[src/rtl/issue_slot_mp.sv]
// Out-of-order issue-queue entry: operand wakeup, issue request, one-cycle replay window, branch kill/clear.
// Optional ISSUE_SLOT_AGE_EN: o_priority becomes a saturating age counter instead of the stored pry field.
//   state     | meaning
//   S_INVALID | slot empty
//   S_WAIT    | holds an op, at least one source not ready
//   S_READY   | all sources ready, requesting issue
//   S_ISSUED  | granted last cycle, replay window open
module issue_slot_mp #(
    parameter int WIDTH_REG = 6,
    parameter int WIDTH_TAG = 3,
    parameter int WIDTH_BRM = 4,
    parameter int WIDTH_PRY = 2,
    parameter int NUM_SRC   = 2,
    parameter int NUM_WB    = 4,
    parameter int WIDTH_I   = WIDTH_BRM + WIDTH_TAG + (NUM_SRC + 1) * WIDTH_REG + WIDTH_PRY + 1 + NUM_SRC,
    parameter int WIDTH_O   = WIDTH_BRM + WIDTH_TAG + (NUM_SRC + 1) * WIDTH_REG
) (
    input  logic                        i_clk,
    input  logic                        i_rst_n,
    input  logic                        i_en,
    input  logic [WIDTH_I-1:0]          i_data,
    input  logic [NUM_WB*WIDTH_REG-1:0] i_wdest,
    input  logic [NUM_WB-1:0]           i_wdest_vld,
    input  logic [WIDTH_BRM-1:0]        i_brkill,
    input  logic [WIDTH_BRM-1:0]        i_brclr,
    input  logic                        i_grant,
    input  logic                        i_nack,
    output logic                        o_valid,
    output logic                        o_request,
    output logic [WIDTH_PRY-1:0]        o_priority,
    output logic [WIDTH_O-1:0]          o_rslot,
    output logic [WIDTH_I-1:0]          o_data
);
    localparam int OFF_VAL = NUM_SRC;
    localparam int OFF_PRY = NUM_SRC + 1;
    localparam int OFF_RS  = OFF_PRY + WIDTH_PRY;
    localparam int OFF_RD  = OFF_RS + NUM_SRC * WIDTH_REG;
    localparam int OFF_TAG = OFF_RD + WIDTH_REG;
    localparam int OFF_BRM = OFF_TAG + WIDTH_TAG;

    typedef enum logic [1:0] {S_INVALID, S_WAIT, S_READY, S_ISSUED} state_t;

    state_t                      r_state, w_state_nxt, w_hold_nxt;
    logic [WIDTH_BRM-1:0]        r_brmask;
    logic [WIDTH_TAG-1:0]        r_tag;
    logic [WIDTH_REG-1:0]        r_rd;
    logic [NUM_SRC*WIDTH_REG-1:0] r_rs;
    logic [WIDTH_PRY-1:0]        r_pry;
    logic [NUM_SRC-1:0]          r_p;

    logic [WIDTH_BRM-1:0]        w_in_brm;
    logic [NUM_SRC*WIDTH_REG-1:0] w_in_rs;
    logic [NUM_SRC-1:0]          w_in_p;
    logic                        w_in_val;
    logic [NUM_SRC-1:0]          w_wake, w_wake_in, w_p_nxt, w_p_in;
    logic                        w_kill, w_kill_in, w_fire, w_hold_val;

    assign w_in_brm = i_data[OFF_BRM +: WIDTH_BRM];
    assign w_in_rs  = i_data[OFF_RS +: NUM_SRC*WIDTH_REG];
    assign w_in_p   = i_data[NUM_SRC-1:0];
    assign w_in_val = i_data[OFF_VAL];

    always_comb begin
        w_wake    = '0;
        w_wake_in = '0;
        for (int k = 0; k < NUM_SRC; k++) begin
            for (int j = 0; j < NUM_WB; j++) begin
                if (i_wdest_vld[j] && (i_wdest[j*WIDTH_REG +: WIDTH_REG] == r_rs[k*WIDTH_REG +: WIDTH_REG]))
                    w_wake[k] = 1'b1;
                if (i_wdest_vld[j] && (i_wdest[j*WIDTH_REG +: WIDTH_REG] == w_in_rs[k*WIDTH_REG +: WIDTH_REG]))
                    w_wake_in[k] = 1'b1;
            end
        end
    end

    assign w_p_nxt   = r_p | w_wake;
    assign w_p_in    = w_in_p | w_wake_in;
    assign w_kill    = (r_state != S_INVALID) && (|(r_brmask & i_brkill));
    assign w_kill_in = |(w_in_brm & i_brkill);
    assign o_request = (r_state == S_READY) && !(|(r_brmask & i_brkill));
    assign w_fire    = o_request && i_grant;

    // w_hold_nxt is the transition of the stored entry alone; a write only overrides it.
    always_comb begin
        w_hold_nxt = r_state;
        case (r_state)
            S_INVALID: w_hold_nxt = S_INVALID;
            S_WAIT:    w_hold_nxt = (&w_p_nxt) ? S_READY : S_WAIT;
            S_READY:   w_hold_nxt = w_fire ? S_ISSUED : S_READY;
            S_ISSUED:  w_hold_nxt = i_nack ? S_READY : S_INVALID;
            default:   w_hold_nxt = S_INVALID;
        endcase
        if (w_kill)
            w_hold_nxt = S_INVALID;
        w_state_nxt = w_hold_nxt;
        if (i_en)
            w_state_nxt = !w_in_val ? S_INVALID : ((&w_p_in) ? S_READY : S_WAIT);
        if (w_kill || (i_en && w_kill_in))
            w_state_nxt = S_INVALID;
    end

    always_ff @(posedge i_clk or negedge i_rst_n) begin
        if (!i_rst_n) begin
            r_state  <= S_INVALID;
            r_brmask <= '0;
            r_tag    <= '0;
            r_rd     <= '0;
            r_rs     <= '0;
            r_pry    <= '0;
            r_p      <= '0;
        end else begin
            r_state <= w_state_nxt;
            if (i_en) begin
                r_brmask <= w_in_brm & ~i_brclr;
                r_tag    <= i_data[OFF_TAG +: WIDTH_TAG];
                r_rd     <= i_data[OFF_RD +: WIDTH_REG];
                r_rs     <= w_in_rs;
                r_pry    <= i_data[OFF_PRY +: WIDTH_PRY];
                r_p      <= w_p_in;
            end else begin
                r_brmask <= r_brmask & ~i_brclr;
                r_p      <= w_p_nxt;
            end
        end
    end

`ifdef ISSUE_SLOT_AGE_EN
    logic [WIDTH_PRY-1:0] r_age;

    always_ff @(posedge i_clk or negedge i_rst_n) begin
        if (!i_rst_n) begin
            r_age <= '0;
        end else if (i_en) begin
            r_age <= '0;
        end else if (r_state == S_ISSUED) begin
            if (i_nack)
                r_age <= '1;
        end else if ((r_state == S_WAIT) || (r_state == S_READY)) begin
            if (r_age != '1)
                r_age <= r_age + 1'b1;
        end
    end

    assign o_priority = r_age;
`else
    assign o_priority = r_pry;
`endif

    // Compaction view: the entry's own next-cycle contents, independent of any write into this slot.
    assign w_hold_val = (w_hold_nxt == S_WAIT) || (w_hold_nxt == S_READY);
    assign o_valid    = (r_state != S_INVALID);
    assign o_rslot    = ((r_state == S_READY) || (r_state == S_ISSUED)) ? {r_brmask, r_tag, r_rd, r_rs} : '0;
    assign o_data     = {r_brmask & ~i_brclr, r_tag, r_rd, r_rs, r_pry, w_hold_val, w_p_nxt};

endmodule

[config.mk]
export PLATFORM = sky130hd
export DESIGN_NAME = issue_slot_mp
export DESIGN_NICKNAME = d
export VERILOG_FILES = /design/src/rtl/issue_slot_mp.sv
export SDC_FILE = /design/constraint.sdc
export NUM_CORES = 1
export LEC_CHECK = 0
export BUFFER_PORTS_ARGS = -buffer_cell sky130_fd_sc_hd__buf_2
export CAP_MARGIN = 10
export CORE_MARGIN = 5
export CORE_UTILIZATION = 47
export DETAILED_ROUTE_END_ITERATION = 16
export GPL_TIMING_DRIVEN = 0
export PLACE_DENSITY = 0.81
export SLEW_MARGIN = 10
export SYNTH_ARGS = -nofsm -noshare
export SYNTH_HDL_FRONTEND = slang
export SYNTH_SLANG_ARGS = --single-unit
[constraint.sdc]
create_clock -name i_clk -period 2 [get_ports i_clk]
set_input_delay 0.3 -clock i_clk [delete_from_list [all_inputs] [get_ports i_clk]]
set_output_delay 0.3 -clock i_clk [all_outputs]
set_load 0.02 [all_outputs]
### After elaboration in Yosys (flattened, before gate mapping)

Index checks and enable logic that the tools add are counted.

* equality and inequality tests: 21
* muxes and demuxes: 28
* bitwise gates (word level): 7
* reduce and logical (&&, ||, !) cells: 30

Operators with widths (count)
* $eq A6 B6 Y1: 16
* $mux W25: 1
* $logic_and A1 B1 Y1: 20
* $mux W1: 17
* $and A4 B4 Y4: 4
* $mux W2: 8
* $pmux W2 S4: 1
* $reduce_or A4 Y1: 2
* $eq A2 B2 Y1 const B: 3
* $eq A2 B1 Y1 const B: 2
* $mux W4: 1
* $not A4 Y4: 1
* $or A2 B2 Y2: 2
* $reduce_and A2 Y1: 2
* $logic_or A1 B1 Y1: 3
* $logic_not A2 Y1: 1
* $reduce_bool A2 Y1: 1
* $logic_not A1 Y1: 1

* input port bits: 71
* output and inout bits: 59
* word-level logic and storage cells: 93
* bits in registers: 31

### Longest topological paths before layout

* word-level depth: 13
* gate-level depth with buffers: 7

### Worst setup path before layout

OpenSTA, ideal clock, no wires.

* kind: register -> output
* start point: register r_rs[1]
* end point: output port o_data[0]
* data arrival time: 1.529 ns
* buffers on the path: 1
* setup slack: 0.171 ns
* stages on the path, launching flop included: 7
* data required time: 1.700 ns
* cells stage by stage: dfrtp_1 > buf_2 > xor2_1 > nor3_1 > a41o_1 > nor4_2 > inv_1

* longest elaborated chain between the ends: 7
* elaborated cells between the ends (all ways): 13
* those cells by class: eq/ne: 4; mux: 4; bitwise: 1; reduce/logical: 4

RTL lines
* start, declared: RTL line 47 `logic [NUM_SRC*WIDTH_REG-1:0] r_rs;`
* start signal, assigned: RTL line 117 `r_rs <= w_in_rs;`
* $eq A6 B6 Y1: RTL line 68 `if (i_wdest_vld[j] && (i_wdest[j*WIDTH_REG +: WIDTH_REG] == r_rs[k*WIDTH_REG +: WIDTH_REG]))`
* $logic_and A1 B1 Y1: RTL line 68
* $mux W1 (3 in a row): RTL line 68
* $mux W1 *: RTL line 68
* $or A2 B2 Y2 *: RTL line 76 `assign w_p_nxt = r_p | w_wake;`
* end, declared: RTL line 32 `output logic [WIDTH_I-1:0] o_data`

Mark *: on every way between the ends. The rest lies on a longest branch, timed or not.

### Final worst setup path

Same ends and word-level chain as after synthesis.

==> results.md <==
* GR Overflow Total at 0
* Transition time of the tightest slew-check pin at 700 ps
* WL final at 9390 µm
* Max Slew Vio Count at 0
* Failing checks: setup timing
* Total CTS buffers at 5
* Synth top area share at 28.3%
* Hold crit path type: input port to async pin
* Endpoints failing hold at 0
* Clk_lat worst skew at 280 ps
* Worst Path Arrival at 1810 ps
* CP Max Fanout at 4
* GRT Resource Usage Total at 25.1%
* EDFF count, synth at 0
* VDD IR max at 494 µV
* Outcome: finished, violations left
* CP Class: flip-flop to primary output
* CP Launch Type: flip-flop
* Yosys warns at 0
* CTS max path bufs at 2
* Crit-path max cell delay at 390 ps
* Final Setup Violations at 2
* Crit-path most repeated cell: buf_6
* Synth Cell Area at 2740 µm²
* First-pass GRT wire length at 14500 µm
* Final period util at 106%
* First-pass detailed-route iteration total at 4
* Worst path cell trace: buf_6, xor2_2, nor3_2, a41o_1, nor4_4, inv_1, buf_6
* Worst setup margin at -112 ps
* Synth top cells by count: xor2_1 (54), xnor2_1 (42), dfrtp_1 (31)
* Drt via density at 5.44
* Share of cells above drive strength 1 at 46.1%
* Reg2reg setup slack at 90 ps
* H-tree levels at 2
* Ranking of synthesized cells by area: dfrtp_1 (28%), xor2_1 (17%), xnor2_1 (13%)
* Count leader, synth: xor2_1
* DRC at 0
* Clock sink count at 31
* Area leader, netlist: dfrtp_1
* Num rows at 27
* I/O Buffers at 113
* Starting Density at 49.2%
* Initial detailed-routing violation count at 239
* CTS tree: done
* Hpwl dp at 6990 µm
* Syn avg cell area at 9.32 µm²
* Yosys reg bits at 31
* Non-filler cells, final at 493
* Cts hold-fix bufs at 0
* WP data required at 1700 ps
* Unrepaired setup endpoints after global routing: yes
* Routability congestion estimate at 1.03
* WHS at 60.5 ps
* Cell variety after synth at 32
* Endpoint class of the critical path: primary output
* Vias in the first global route at 2795
* Clk root buf: clkbuf_8
* Ports at 130
* Top FF cell, synth: dfrtp_1
* Pwr dens at 570 nW/µm²
* FFs w/ async S/R, synth at 100%
* Largest net degree at the start of global routing at 32
* Static Leakage at 1.77 nW
* Sequential share of the synthesized area at 28.3%
* Final ANT Viol Nets at 0
* Slew margin rel. at 53.4%
* Slowest-stage cell, CP: dfrtp_1
* Syn nets at 365
* Cells after DPL at 479
* Pre-CTS WS at 69.4 ps
* Nets@finish at 489
* Die width at 86.4 µm
* Layout area overhead at 35.8%
* Post-Synthesis Cells at 294
* Die Ht at 86.4 µm
* Via count at 2684
* Initial antenna violation count at 2
* Max frequency at 473 MHz
* Reg2Reg Depth at 8
* Final worst path period need at 2110 ps
* Die Area at 7460 µm²
* Post-Route Setup TNS at -146 ps
* Maxcap violations at 0
* Avg WL per Cell at 19.0 µm
* CTS clk-pin slew, worst paths at 70 ps
* Core Area at 5570 µm²
* Post-Route Skew at 5.43 ps
[logic make-up (layout without fill, tap and decap cells)]
| logic type | Yosys count | after routing | synth area share (%) |
|---|---|---|---|
| and+or+nand+nor | 85 | 85 | 18.6 |
| AOI/OAI and AO/OA | 14 | 14 | 4.11 |
| muxes | 28 | 28 | 11.3 |
| buffers and inverters | 40 | 165 | 7.03 |
| DFF | 31 | 31 | 28.3 |
| xor gates and xnor gates | 96 | 96 | 30.7 |
| other | 0 | 2 | 0 |
[power breakdown]
part | internal (W) | switching (W) | leakage [nW]
sequential | 0.000686 | 0.0000436 | 0.372
clock | 0.000243 | 0.000243 | 0.0412
combinational | 0.000398 | 0.000507 | 1.35
[stage by stage]
step	utilization (%)	area, µm²	power [W]
floorplan	-	2740	0.00125
global placement	60.9	3400	0.00150
detailed placement	60.9	3400	0.00153
CTS	65.3	3640	0.00208
global route	66.7	3720	0.00222
finish	66.7	3720	0.00212
[timing repair]
| action | 4_1_cts | 5_1_grt |
|---|---|---|
| buffers inserted | 2 | 3 |
| gates resized for setup | 34 | 11 |
| pin swaps | 8 | 6 |
| endpoints found under the setup margin | 22 | 5 |
[worst paths after layout]
kind / from / to
max in group asynchronous: i_rst_n / r_brmask[0]
min in group i_clk: i_brclr[1] / r_brmask[1]
hold / removal: i_rst_n / r_rd[3]
setup / recovery: r_rs[1] / o_data[0]
setup reg to reg: r_rs[0] / r_state[0]
hold reg to reg: r_rd[4] / r_rd[4]
[state kept, by name (all words and copies together), names as in the netlist]
name,flops
o_priority,2
r_rd,6
r_p,2
r_brmask,4
r_tag,3
r_state,2
r_rs,12
[per-layer routing]
layer	global-route usage [%]	vias up	share of wire [%]
met5	0	-	0
met4	10.6	0	3.3
met3	6.46	30	10
met2	42.1	161	49
met1	30.4	1270	38
li1	-	1223	-
[critical path: cells and delay by family (launching register included)]
family	cells	cell delay, ps
flops	1	390
buf+inv	3	380
simple gates	2	330
compound gates	1	260
xor+xnor	1	170
[area by class of cell]
class / instances / area [µm²]
flip-flops and latches: 31 / 776
repair buffers: 118 / 616
well taps: 72 / 90.1
fillers: 446 / 1850
clock buffers: 6 / 72.6
diodes: 2 / 5.00
inverters: 3 / 11.3
clock inverters: 2 / 12.5
plain buffers: 36 / 251
multi-input cells: 223 / 1890
[cell usage in the layout (no fill, tap or decap), drive strengths merged, types with 2 or more instances in the layout]
cell / synthesis / layout
buf: 19 / 137
xor2: 54 / 54
xnor2: 42 / 42
dfrtp: 31 / 31
and2: 25 / 25
mux2: 23 / 23
clkbuf: 18 / 23
nor4: 16 / 16
nand4: 15 / 15
nor2: 12 / 12
nand2: 5 / 5
mux2i: 5 / 5
nor2b: 4 / 4
nor3: 4 / 4
a41o: 3 / 3
a21oi: 3 / 3
inv: 3 / 3
diode: 0 / 2
a22oi: 2 / 2
nand3: 2 / 2
(Power assumes the default switching activity.)
